--- src/rtl/fifo_rd_packer.sv ---
// Packs RATIO narrow FIFO words into one wide valid/ready beat, read-side of an async FIFO.
// A flush request closes a partial beat and marks the filled lanes in out_keep.
//
// state    | meaning
// ST_IDLE  | normal packing; pops allowed
// ST_FLUSH | flush accepted; waiting for a free output slot to emit the partial beat
module fifo_rd_packer #(
    parameter int DWIDTH = 4,
    parameter int RATIO  = 4
) (
    input  logic                    clk,
    input  logic                    rst,
    input  logic [DWIDTH-1:0]       fifo_dout,
    input  logic                    fifo_empty,
    output logic                    fifo_ren,
    input  logic                    flush,
    output logic                    flush_busy,
    output logic [RATIO*DWIDTH-1:0] out_data,
    output logic [RATIO-1:0]        out_keep,
    output logic                    out_valid,
    input  logic                    out_ready
);
    localparam int            CW   = $clog2(RATIO);
    localparam int            BW   = RATIO * DWIDTH;
    localparam logic [CW-1:0] LAST = CW'(RATIO - 1);

    localparam logic [0:0] ST_IDLE  = 1'b0;
    localparam logic [0:0] ST_FLUSH = 1'b1;

    logic [0:0]       state;
    logic [CW-1:0]    cnt;
    logic [BW-1:0]    acc;
    logic             slot_free;
    logic [RATIO-1:0] part_keep;
    logic [BW-1:0]    part_mask;

    assign slot_free  = ~out_valid | out_ready;
    assign flush_busy = (state == ST_FLUSH);
    assign fifo_ren   = ~rst & ~fifo_empty & ~flush_busy & ((cnt != LAST) | slot_free);
    assign part_keep  = (RATIO'(1) << cnt) - RATIO'(1);

    // Stale lanes from an earlier beat stay in acc; mask them out of a partial beat.
    always_comb begin
        part_mask = '0;
        for (int i = 0; i < RATIO; i++) begin
            part_mask[i*DWIDTH +: DWIDTH] = {DWIDTH{part_keep[i]}};
        end
    end

    always_ff @(posedge clk) begin
        if (rst) begin
            state     <= ST_IDLE;
            cnt       <= '0;
            acc       <= '0;
            out_data  <= '0;
            out_keep  <= '0;
            out_valid <= 1'b0;
        end else begin
            if (out_valid & out_ready) begin
                out_valid <= 1'b0;
            end

            if (fifo_ren) begin
                acc[cnt*DWIDTH +: DWIDTH] <= fifo_dout;
                if (cnt == LAST) begin
                    out_data  <= {fifo_dout, acc[BW-DWIDTH-1:0]};
                    out_keep  <= '1;
                    out_valid <= 1'b1;
                    cnt       <= '0;
                end else begin
                    cnt <= cnt + CW'(1);
                end
            end

            case (state)
                ST_IDLE: begin
                    if (flush) begin
                        state <= ST_FLUSH;
                    end
                end
                default: begin
                    if (cnt == '0) begin
                        state <= ST_IDLE;
                    end else if (slot_free) begin
                        out_data  <= acc & part_mask;
                        out_keep  <= part_keep;
                        out_valid <= 1'b1;
                        cnt       <= '0;
                        state     <= ST_IDLE;
                    end
                end
            endcase
        end
    end
endmodule
--- config.mk ---
export PLATFORM = sky130hd
export DESIGN_NAME = fifo_rd_packer
export DESIGN_NICKNAME = d
export VERILOG_FILES = /design/src/rtl/fifo_rd_packer.sv
export SDC_FILE = /design/constraint.sdc
export NUM_CORES = 1
export LEC_CHECK = 0
export CORE_AREA = 2 2 60 74
export CTS_BUF_LIST = sky130_fd_sc_hd__clkbuf_4 sky130_fd_sc_hd__clkbuf_8
export DETAILED_ROUTE_END_ITERATION = 6
export DIE_AREA = 0 0 62 76
export GPL_TIMING_DRIVEN = 0
export HOLD_SLACK_MARGIN = 0.06
export PLACE_DENSITY = 0.7
export SYNTH_ARGS = -nofsm -noshare
export SYNTH_HDL_FRONTEND = slang
export SYNTH_SLANG_ARGS = --single-unit
--- constraint.sdc ---
create_clock -name clk -period 2 [get_ports clk]
set_input_delay 0.2 -clock clk [delete_from_list [all_inputs] [get_ports clk]]
set_output_delay 0.2 -clock clk [all_outputs]
set_load 0.005 [all_outputs]
Yosys cells after proc, flatten, opt, wreduce, memory -nomap -nowiden
Index checks and enable logic that the tools add are counted.

word-level totals
  bits in registers = 40
  input port bits = 9
  output and inout bits = 23
  word-level logic and storage cells = 52

cells by class
  $add $sub $neg = 3
  equality and inequality tests = 2
  shift operators = 3
  muxes and demuxes = 26
  bitwise logic cells = 11
  reductions and logical operators = 1

operator list
  kind                                                    count
  2-to-1 mux 16 bit                                       5
  negator 4 -> 34 bit                                     1
  variable shift 4 x 34 -> 16 bit (first input constant)  1
  indexed part select 4 x 34 -> 16 bit                    1
  2-to-1 mux 4 bit                                        5
  bitwise AND 16 bit                                      1
  bitwise mux 16 bit                                      1
  2-to-1 mux 1 bit                                        10
  2-to-1 mux 2 bit                                        5
  bitwise AND 1 bit                                       4
  inverter 1 bit                                          4
  left shift 1 x 2 -> 4 bit (first input constant)        1
  subtractor 4 x 2 -> 4 bit (second input constant)       1
  adder 2 x 1 -> 2 bit (second input constant)            1
  == test 2 bit (second input constant)                   1
  zero test 2 bit                                         1
  inequality test 2 bit (second input constant)           1
  bitwise OR 1 bit                                        2

Longest topological paths before layout
  word-level depth = 8
  depth in mapped cells = 6
  mapped depth without buffers = 6

Least setup slack after synthesis
Ideal clock, no wire load.

  path type = flip-flop to flip-flop
  start = register cnt[0]
  end = register out_data[12]
  library setup time = 0.122 ns
  data arrival time = 1.539 ns
  data required time = 1.878 ns
  slack = 0.339 ns
  stages on the path, launching flop included = 7
  buffers on the path = 0
  clock period less this slack = 1.661 ns
  path through = dfxtp_1 inv_1 ha_1 nor2b_2 a21oi_1 and3_1 a221o_1

between the ends
  longest elaborated chain between the ends = 7
  elaborated cells on any way between the ends = 13
  classes of those cells = add/sub: 1; eq/ne: 2; shift: 1; mux: 5; bitwise: 3; reduce/logical: 1

ends and longest elaborated chain
  item                                                               line  source
  start: declaration                                                 31    logic [CW-1:0] cnt;
  start signal: assignment                                           71    cnt <= cnt + CW'(1);
  branches (longest 6 deep; another with subtractor 4 x 2 -> 4 bit)  --
  2-to-1 mux 16 bit (*)                                              75    case (state)
  end signal: assignment                                             66    out_data <= {fifo_dout, acc[BW-DWIDTH-1:0]};
  end signal: assignment                                             85    out_data <= acc & part_mask;
  end: declaration                                                   18    output logic [RATIO*DWIDTH-1:0] out_data,

Every way passes the cells marked *.
A chain may end at the register's enable or synchronous reset.

Worst setup path in the final report
  start = register cnt[0]
  end = output fifo_ren

between the ends
  longest elaborated chain between the ends = 3

ends and longest elaborated chain
  item                   line  source
  inequality test 2 bit  39    assign fifo_ren = ~rst & ~fifo_empty & ~flush_busy & ((cnt != LAST) | slot_free);
  bitwise OR 1 bit       39
  bitwise AND 1 bit      39
  end: declaration       15    output logic fifo_ren,

No other way between the ends.

==> impl_metrics.tcl <==
set metrics [dict create \
    status "finished, final reports clean" \
    num_rows 26 \
    irDropWorstVdd_mv 0.409 \
    worst_slew_pin_slew_ps 494 \
    routed_wl_mm 3.88 \
    ys_warn_count 0 \
    grt_pass1_wl_mm 6.20 \
    crit_slowest_cell "clkdlybuf4s50_1" \
    synth_commonest_cells "dfxtp_1, nand2_1, a21oi_1, nand3_1, nor2_1" \
    cts.sinks 40 \
    vias 1429 \
    p_sw_mw 0.360 \
    cp-start-kind "register" \
    grt_use_met1 0.242 \
    die_area_sq_um 4710 \
    setup_viol 0 \
    io_buffers 30 \
    rsz0062_at_grt "no" \
    clk_latency_ps 290 \
    ys_ff_latch 40 \
    ys_types 38 \
    area_growth_pct 31.1 \
    max-cap-violations 0 \
    first_pass_iters 4 \
    clk_pin_slew_worst_paths_ps 80 \
    total_power_mw 1.61 \
    required_ps 1800 \
    hold_viol_final 0 \
    core_sq_um 4070 \
    grt_usage 0.177 \
    cts.path.max_buffers 2 \
    cts_max_level 2 \
    synth_area_per_cell_sq_um 9.40 \
    cts_root_buf "clkbuf_8" \
    p_int_mw 1.25 \
    critPathLaunch "cnt[0]" \
    place_congestion 0.814 \
    grt.busiest_layer "met2" \
    fin_crit_ps 1920 \
    post-synth-top-count-cell "dfxtp_1" \
    crit_chain "ha_4 -> nand3b_4 -> and2_4 -> clkdlybuf4s50_1" \
    critPathMaxStageDelay_ps 440 \
    place_ws_ps -51.9 \
    power_density_nw_per_um2 705 \
    grt_start_max_net_pins 13 \
    io_pins 32 \
    synthArstFlopShare 0 \
    cp_max_fo 9 \
    synth_top_area_cell "dfxtp_1" \
    hold_path_class "in -> reg" \
    nNetsFinal 238 \
    die_x_microns 62 \
    tritoncts "built" \
    switching_share 0.224 \
    seq_power_share 0.508 \
    fmax_mhz 521 \
    pwr-share-comb 0.085 \
    drive_above_1_share 0.138 \
    cp_top_family "buffers and inverters" \
    dpl.hpwl_mm 2.73 \
    synth_edf_count 0 \
    setup_ws_ps 80.2 \
    routedWlPerCell_microns 13.8 \
    synth_fp_nets 199 \
    critical_path_class "reg -> out" \
    hold_path.startpoint "rst" \
    ys_seq_area_frac 0.460 \
    grtUsageMet2 0.264 \
    crit_path_end_kind "output pin" \
    drt_iter0_markers 34 \
    final_util 0.561 \
    p_leak_nw 0.857 \
    min_period_over_period 0.960 \
    cp_num_buf_inv 1 \
    drc_errors 0 \
    timing.final.max_slew_violations 0 \
    skew_ps 10.9 \
    slew_headroom 0.670 \
    use_met3 0.0407 \
    clockPowerShare 0.408 \
    fill_cells 379 \
    numCtsBuffers 5 \
    die_h_microns 76 \
    synth-main-ff-cell "dfxtp_1" \
    worstReg2RegStart "cnt[0]" \
    arrival_ps 1720 \
    synth_top_area_frac 0.460 \
    syn_area_sq_um 1740 \
    holdBufCountCts 0 \
    start_util 0.428 \
    placed_area_sq_um 2110 \
    routed_via_density 5.09 \
    grt_pass1_vias 1280 \
    synth_cells 185 \
    drtAntennaViolNets 0 \
    synth_top_cells_by_area "dfxtp_1, a21oi_1, nand2_1" \
    antenna_found_initial 0 \
    diodes 0 \
    grt.overflow.total 0 \
    post-route-cell-area_sq_um 2280 \
]
==> path summary, 6_finish.rpt <==
check	to	slack (ps)	depth (start not counted)
setup / recovery	fifo_ren	80	4
hold / removal	out_data[14]	340	4
setup reg to reg	out_data[7]	140	6
hold reg to reg	out_data[9]	450	2
==> stage by stage <==
| stage | TNS, ps | cells | hold WS (ps) |
|---|---|---|---|
| 2_1_floorplan | 0 | 185 | 338 |
| 5_1_grt | 0 | 281 | 354 |
| 6_report | 0 | 281 | 338 |
| 3_5_place_dp | -51.9 | 271 | 444 |
| 4_1_cts | 0 | 278 | 317 |
| 3_3_place_gp | -36.7 | 271 | 438 |
==> flip-flops by register name, summed over array words and instances, names as in the netlist <==
| name | flops |
|---|---|
| acc | 16 |
| out_data | 16 |
| out_keep | 4 |
| cnt | 2 |
| flush_busy | 1 |
| out_valid | 1 |
==> power by group through the flow <==
| stage | Combinational (mW) | Clock, mW | Sequential (mW) |
|---|---|---|---|
| floorplan | 0.0741 | 0 | 0.832 |
| global placement | 0.125 | 0 | 0.833 |
| detailed placement | 0.126 | 0 | 0.834 |
| CTS | 0.127 | 0.671 | 0.816 |
| global route | 0.146 | 0.707 | 0.818 |
| finish | 0.136 | 0.656 | 0.816 |
==> layer usage <==
metal  wire length (microns)  vias up
met4                      78        0
met1                    1730      658
met2                    1890       28
li1                        -      737
met5                       0        -
met3                     174        6
==> layout make-up <==
cell class | instances | area (sq um) | area share
clock buffers | 6 | 76.3 | 0.0335
clock inverters | 2 | 35.0 | 0.0154
plain buffers | 8 | 50.0 | 0.0220
multi-input cells | 134 | 912 | 0.400
well taps | 56 | 70.1 | 0.0307
flip-flops and latches | 40 | 806 | 0.353
repair buffers | 33 | 323 | 0.142
inverters | 2 | 7.51 | 0.00329
==> logic make-up after synthesis <==
logic type / Yosys count / share of synthesized area
and+or+nand+nor: 80 / 0.261
AOI/OAI and AO/OA: 41 / 0.161
DFF: 40 / 0.460
buffers and inverters: 11 / 0.0360
muxes: 7 / 0.0403
adders and majority gates: 5 / 0.0360
xor gates and xnor gates: 1 / 0.00504
==> cell usage in the layout, fill, tap and decap left out, drive strengths merged <==
cell type,n
nand2b,3
o211ai,4
nand2,23
a21o,1
a21oi,22
a31oi,1
nor3b,2
clkinv,1
o21ai,3
clkbuf,10
mux2i,7
clkdlybuf4s50,30
a22o,4
inv,2
nand3,17
bufinv,1
nor2b,2
nand3b,1
and2,1
and3,6
nor4,1
nor2,13
buf,7
o31ai,1
nor3,6
a2bb2oi,1
a221o,2
xnor2,1
nand4,4
ha,5
dfxtp,40
a211oi,1
a32oi,1
and2b,1
==> what timing repair did <==
action	in CTS	in global routing
gates resized for setup	6	3
buffers inserted	0	3
endpoints found under the setup margin	1	9
==> tightest hold or removal path, delay by kind of cell <==
kind	cells	cell delay (ps)
simple gates	2	140
buf+inv	1	170
compound gates	1	60
Power figures use the tool's default switching activity.
